==> config.mk <==
export PLATFORM = sky130hd
export DESIGN_NAME = pixel_row_readout
export DESIGN_NICKNAME = d
export VERILOG_FILES = /design/src/rtl/pixel_row_readout.sv
export SDC_FILE = /design/constraint.sdc
export NUM_CORES = 1
export LEC_CHECK = 0
export BUFFER_PORTS_ARGS = -buffer_cell sky130_fd_sc_hd__buf_4
export CAP_MARGIN = 20
export CORE_MARGIN = 3
export CORE_UTILIZATION = 40
export CTS_CLUSTER_SIZE = 25
export DETAILED_ROUTE_END_ITERATION = 12
export PLACE_DENSITY_LB_ADDON = 0.15
export SYNTH_ARGS = -nofsm -noshare
export SYNTH_HDL_FRONTEND = slang
export SYNTH_SLANG_ARGS = --single-unit
==> constraint.sdc <==
create_clock -name CLK -period 2.4 [get_ports CLK]
set_clock_uncertainty 0.15 [all_clocks]
set_input_delay 0.12 -clock CLK [delete_from_list [all_inputs] [get_ports CLK]]
set_output_delay 0.12 -clock CLK [all_outputs]
set_load 0.01 [all_outputs]
==> src/rtl/pixel_row_readout.sv <==
// pixel_row_readout
//   Captures one row of parallel pixel words on START and streams them out
//   one column per transfer, with valid/ready backpressure, a last-column
//   flag and overrun detection for STARTs that arrive mid-row.
//
// Optional feature macro: PIXEL_ROW_HEADER_EN
//   When defined, each row is preceded by a header word that carries
//   ROW_INDEX, flagged by OUT_HEADER.
//   When undefined, OUT_HEADER is constant 0.
//
// Ports
//   CLK        rising-edge clock
//   RESET      synchronous, active-high reset
//   START      1-cycle request: capture ROW_DATA and begin streaming
//   ROW_DATA   packed row; column i is ROW_DATA[i*PIXEL_BITS +: PIXEL_BITS]
//   OUT_DATA   current pixel word (or header word)
//   OUT_COL    column index of OUT_DATA
//   OUT_VALID  OUT_DATA/OUT_COL/OUT_LAST/OUT_HEADER are valid
//   OUT_READY  consumer accepts
//   OUT_LAST   current word is the last column
//   OUT_HEADER current word is the row header
//   BUSY       a row is in flight
//   OVERRUN    1-cycle pulse: a START was rejected
//   DBG_STATE  FSM state (0 idle, 1 stream, 2 header)
//
// Handshake: a word moves when OUT_VALID & OUT_READY on a rising edge.
// While OUT_VALID is high and OUT_READY is low, every output holds.
// OUT_VALID only drops after a transfer, or on reset.
module pixel_row_readout #(
  parameter int PIXEL_ARRAY_WIDTH = 2,
  parameter int PIXEL_BITS        = 8,
  parameter int ROW_INDEX         = 0,
  localparam int COL_BITS         = $clog2(PIXEL_ARRAY_WIDTH)
) (
  input  logic                                  CLK,
  input  logic                                  RESET,
  input  logic                                  START,
  input  logic [PIXEL_ARRAY_WIDTH*PIXEL_BITS-1:0] ROW_DATA,
  output logic [PIXEL_BITS-1:0]                 OUT_DATA,
  output logic [COL_BITS-1:0]                   OUT_COL,
  output logic                                  OUT_VALID,
  input  logic                                  OUT_READY,
  output logic                                  OUT_LAST,
  output logic                                  OUT_HEADER,
  output logic                                  BUSY,
  output logic                                  OVERRUN,
  output logic [1:0]                            DBG_STATE
);

  typedef enum logic [1:0] {
    S_IDLE   = 2'd0,
    S_STREAM = 2'd1,
    S_HEADER = 2'd2
  } state_t;

  localparam logic [COL_BITS-1:0] LAST_COL = COL_BITS'(PIXEL_ARRAY_WIDTH - 1);

`ifdef PIXEL_ROW_HEADER_EN
  localparam state_t FIRST_STATE = S_HEADER;
  // Truncates or zero-extends the row number to the pixel word width.
  localparam logic [PIXEL_BITS-1:0] HDR_WORD = PIXEL_BITS'(ROW_INDEX);
`else
  localparam state_t FIRST_STATE = S_STREAM;
`endif

  state_t                state_q, state_d;
  logic [PIXEL_BITS-1:0] cap_q [PIXEL_ARRAY_WIDTH];
  logic [COL_BITS-1:0]   col_q;
  logic                  overrun_q;

  logic last_col;
  logic last_xfer;
  logic accept;
  logic reject;

  assign last_col  = (col_q == LAST_COL);
  // The final word of the row is leaving this cycle.
  assign last_xfer = (state_q == S_STREAM) && last_col && OUT_READY;
  // A START is taken when idle, or back-to-back with the final transfer.
  assign accept    = START && ((state_q == S_IDLE) || last_xfer);
  assign reject    = START && (state_q != S_IDLE) && !last_xfer;

  // State register
  always_ff @(posedge CLK) begin
    if (RESET) state_q <= S_IDLE;
    else       state_q <= state_d;
  end

  // Next-state logic
  always_comb begin
    state_d = state_q;
    case (state_q)
      S_IDLE:   if (START) state_d = FIRST_STATE;
      S_HEADER: if (OUT_READY) state_d = S_STREAM;
      S_STREAM: if (last_xfer) state_d = START ? FIRST_STATE : S_IDLE;
      default:  state_d = S_IDLE;
    endcase
  end

  // Capture register, column counter and overrun pulse
  always_ff @(posedge CLK) begin
    if (RESET) begin
      for (int i = 0; i < PIXEL_ARRAY_WIDTH; i++) cap_q[i] <= '0;
      col_q     <= '0;
      overrun_q <= 1'b0;
    end else begin
      overrun_q <= reject;
      if (accept) begin
        for (int i = 0; i < PIXEL_ARRAY_WIDTH; i++)
          cap_q[i] <= ROW_DATA[i*PIXEL_BITS +: PIXEL_BITS];
        col_q <= '0;
      end else if ((state_q == S_STREAM) && OUT_READY && !last_col) begin
        // Stops at LAST_COL, so non-power-of-2 widths never run past the row.
        col_q <= col_q + 1'b1;
      end
    end
  end

  // Outputs
  always_comb begin
    OUT_DATA   = '0;
    OUT_COL    = '0;
    OUT_VALID  = 1'b0;
    OUT_LAST   = 1'b0;
    OUT_HEADER = 1'b0;
    case (state_q)
      S_STREAM: begin
        OUT_VALID = 1'b1;
        OUT_DATA  = cap_q[col_q];
        OUT_COL   = col_q;
        OUT_LAST  = last_col;
      end
`ifdef PIXEL_ROW_HEADER_EN
      S_HEADER: begin
        OUT_VALID  = 1'b1;
        OUT_DATA   = HDR_WORD;
        OUT_HEADER = 1'b1;
      end
`endif
      default: ;
    endcase
    BUSY      = (state_q != S_IDLE);
    OVERRUN   = overrun_q;
    DBG_STATE = state_q;
  end

endmodule

==> impl_metrics.py <==
metrics = {
    "clocking": {
        "cts-resized-gates": 0,
        "h-tree-depth": 1,
        "cts_buffer_depth": 2,
        "cts_hold_buf": 13,
        "cts-root-buf": "clkbuf_4",
        "cts_tree": "done",
        "cts_setup_buffers": 0,
        "worstSkewPairLatency_ps": 290,
        "cts_buffers": 3,
        "path_clk_slew_ps": 110,
        "cts_sinks": 20,
    },
    "die": {
        "die_w_um": 57.2,
        "fp.dieH_um": 57.2,
        "dieArea_um2": 3270,
        "start_util_pct": 44.8,
        "rows": 17,
        "design.core.area_um2": 2340,
        "boundaryPins": 36,
    },
    "critical_path": {
        "path_cells": "dlygate4sd3_1 > buf_4 > nand2b_1 > nor3b_1",
        "r2r_start": "DBG_STATE[0]$_SDFFE_PP0P_",
        "path_class": "primary input to flop",
        "required_ps": 2370,
        "r2r-end": "cap_q[0][3]$_SDFFCE_PN0P_",
        "arrival_ps": 1680,
        "slowest_delay_ps": 530,
        "critPathLaunchType": "primary input",
        "path_max_fanout": 17,
        "cp-endpoint": "cap_q[0][5]$_SDFFCE_PN0P_",
        "cp_top_family": "simple AND/OR/NAND/NOR gates",
        "path_buf_inv": 2,
        "worstRegToRegCells": 3,
        "crit_cells": 4,
        "end_kind": "flop",
        "slowest_stage": "dlygate4sd3_1",
        "worstSetupStartpoint": "RESET",
        "worst-r2r-setup-slack_ps": 740,
    },
    "yosys": {
        "yosysSeqAreaShare_pct": 53.5,
        "yosysWarnings": 0,
        "netlist_area_um2": 1050,
        "synth_compound_area_share_pct": 5.02,
        "syn_inst": 76,
        "synth_top_area_share_pct": 45.9,
        "yosys.area.top_type": "edfxtp_1",
        "ys_types": 23,
        "synth_flop_cell": "edfxtp_1",
        "synthMuxAreaShare_pct": 7.65,
        "synth_area_leaders": "edfxtp_1 (46%), nor3b_2 (12%), dfxtp_1 (7.6%), mux2i_1 (7.6%), nor2b_1 (4.8%)",
        "synth_xor_area_share_pct": 0.836,
        "synth_edf_count": 16,
        "avgSynthCellArea_um2": 13.8,
        "synth_top_family_by_area": "simple AND/OR/NAND/NOR gates",
        "synthArstFlopShare_pct": 0,
        "yosys.area_share.simple_pct": 23.4,
        "synthAdderAreaFrac_pct": 0,
        "ys_seq_elements": 20,
    },
    "drt": {
        "vias": 692,
        "wl_mm": 1.98,
        "antenna_left": 0,
        "drt-pass1-iter-count": 4,
        "wl_per_cell_um": 13.5,
        "initialDrtViolationCount": 13,
        "drc": 0,
        "vias_per_cell": 4.71,
    },
    "timing": {
        "drv_slew": 0,
        "finalHoldViolations": 0,
        "max_freq_ghz": 0.584,
        "relSlewSlack_pct": 42.9,
        "min_period_ps": 1710,
        "whs_ps": 4.00,
        "fin_crit_sh_pct": 71.3,
        "tns_ps": 0,
        "fin_ws_ps": 689,
        "setup_viol": 0,
        "tightest_slew_ps": 856,
        "rsz0062_at_grt": "no",
    },
    "global_routing": {
        "grt_pass1_wl_mm": 3.11,
        "grt_max_degree": 18,
        "track_usage_pct": 12.8,
        "grt_overflow": 0,
        "antenna_found_initial": 0,
        "use_met3_pct": 2.49,
        "use_met1_pct": 14.0,
        "grt_pass1_vias": 723,
        "grt-busiest-layer": "met2",
        "gr-usage-met2_pct": 23.3,
    },
    "place": {
        "dp_slack_ps": 718,
        "placed_area_um2": 1260,
        "gp_congestion": 0.758,
        "dp_hpwl_mm": 1.34,
        "port_buffers": 33,
    },
    "power": {
        "finalPower_uw": 713,
        "powerDensity_nw_per_um2": 503,
        "ir_worst_vdd_mv": 0.341,
        "power.leakage_nw": 0.559,
    },
    "final_layout": {
        "layout-drive-gt1-share_pct": 43.7,
        "finalNetCount": 140,
        "final_cell_mix": "buf_4 (35), edfxtp_1 (16), dlygate4sd3_1 (13)",
        "diodes": 0,
        "final_common_cell": "buf_4",
        "final_cell_area_um2": 1420,
        "nFillCells": 204,
        "syn_to_final_growth_pct": 35.2,
    },
    "hold_path": {
        "hold_path_depth": 3,
        "hp-class": "primary input to flop",
    },
    "run": {
        "drv_cap": 0,
    },
    "outcome": {
        "status": "complete, no violations",
    },
}
==> state kept, by name, indices dropped and copies added (netlist names), named ones only <==
name	count
cap_q	16
DBG_STATE	1
OVERRUN	1
col_q	1
==> layer usage <==
metal	share of wire (%)	up-vias
met5	0	-
met4	1.5	0
met3	4.5	4
met2	54	19
met1	40	316
li1	-	353
==> cell usage after synthesis (2+ instances only) <==
master,n
buf_4,5
nor2b_1,8
nor3b_1,6
o32ai_1,2
edfxtp_1,16
buf_6,2
dfxtp_1,4
mux2i_1,8
nor3b_2,10
inv_1,2
==> power breakdown <==
group          switching (mW)  total [mW]  internal, mW
registers              0.0135       0.415         0.401
clock network          0.0957       0.160        0.0646
logic                  0.0574       0.138        0.0802
==> cell type report <==
cell class	instances	area, um2	area share, %
clock buffers	4	26.3	1.86
inverters	2	7.51	0.530
repair buffers	48	393	27.7
flip-flops and latches	20	561	39.6
well taps	28	35.0	2.47
multi-input cells	45	394	27.8
==> cells by family after synthesis <==
family,after synthesis
other cells,1
compound gates,6
xor+xnor,1
mux,8
buf+inv,12
flops,20
simple gates,28
==> worst min-delay path by stage <==
| stage | startpoint | endpoint | slack [ps] |
|---|---|---|---|
| after floorplan | RESET | DBG_STATE[0]$_SDFFE_PP0P_ | 40 |
| after global placement | RESET | DBG_STATE[0]$_SDFFE_PP0P_ | 170 |
| after detailed placement | RESET | DBG_STATE[0]$_SDFFE_PP0P_ | 170 |
| after CTS | OUT_READY | OVERRUN$_SDFF_PP0_ | 0.4 |
| after global routing | OUT_READY | OVERRUN$_SDFF_PP0_ | 5 |
| final | OUT_READY | OVERRUN$_SDFF_PP0_ | 4 |
==> metrics by stage <==
| step | utilization [%] | instances |
|---|---|---|
| floorplan | - | 77 |
| detailed placement | 53.9 | 130 |
| CTS | 60.5 | 147 |
| global placement | 53.9 | 130 |
| global route | 60.5 | 147 |
| finish | 60.5 | 147 |
==> worst reg2reg max path, cell delays in order (launching register included) <==
cell and delay, ps:
dfxtp_1 430, a21boi_2 480, buf_4 270, nor3b_1 70
(Power assumes the default switching activity.)
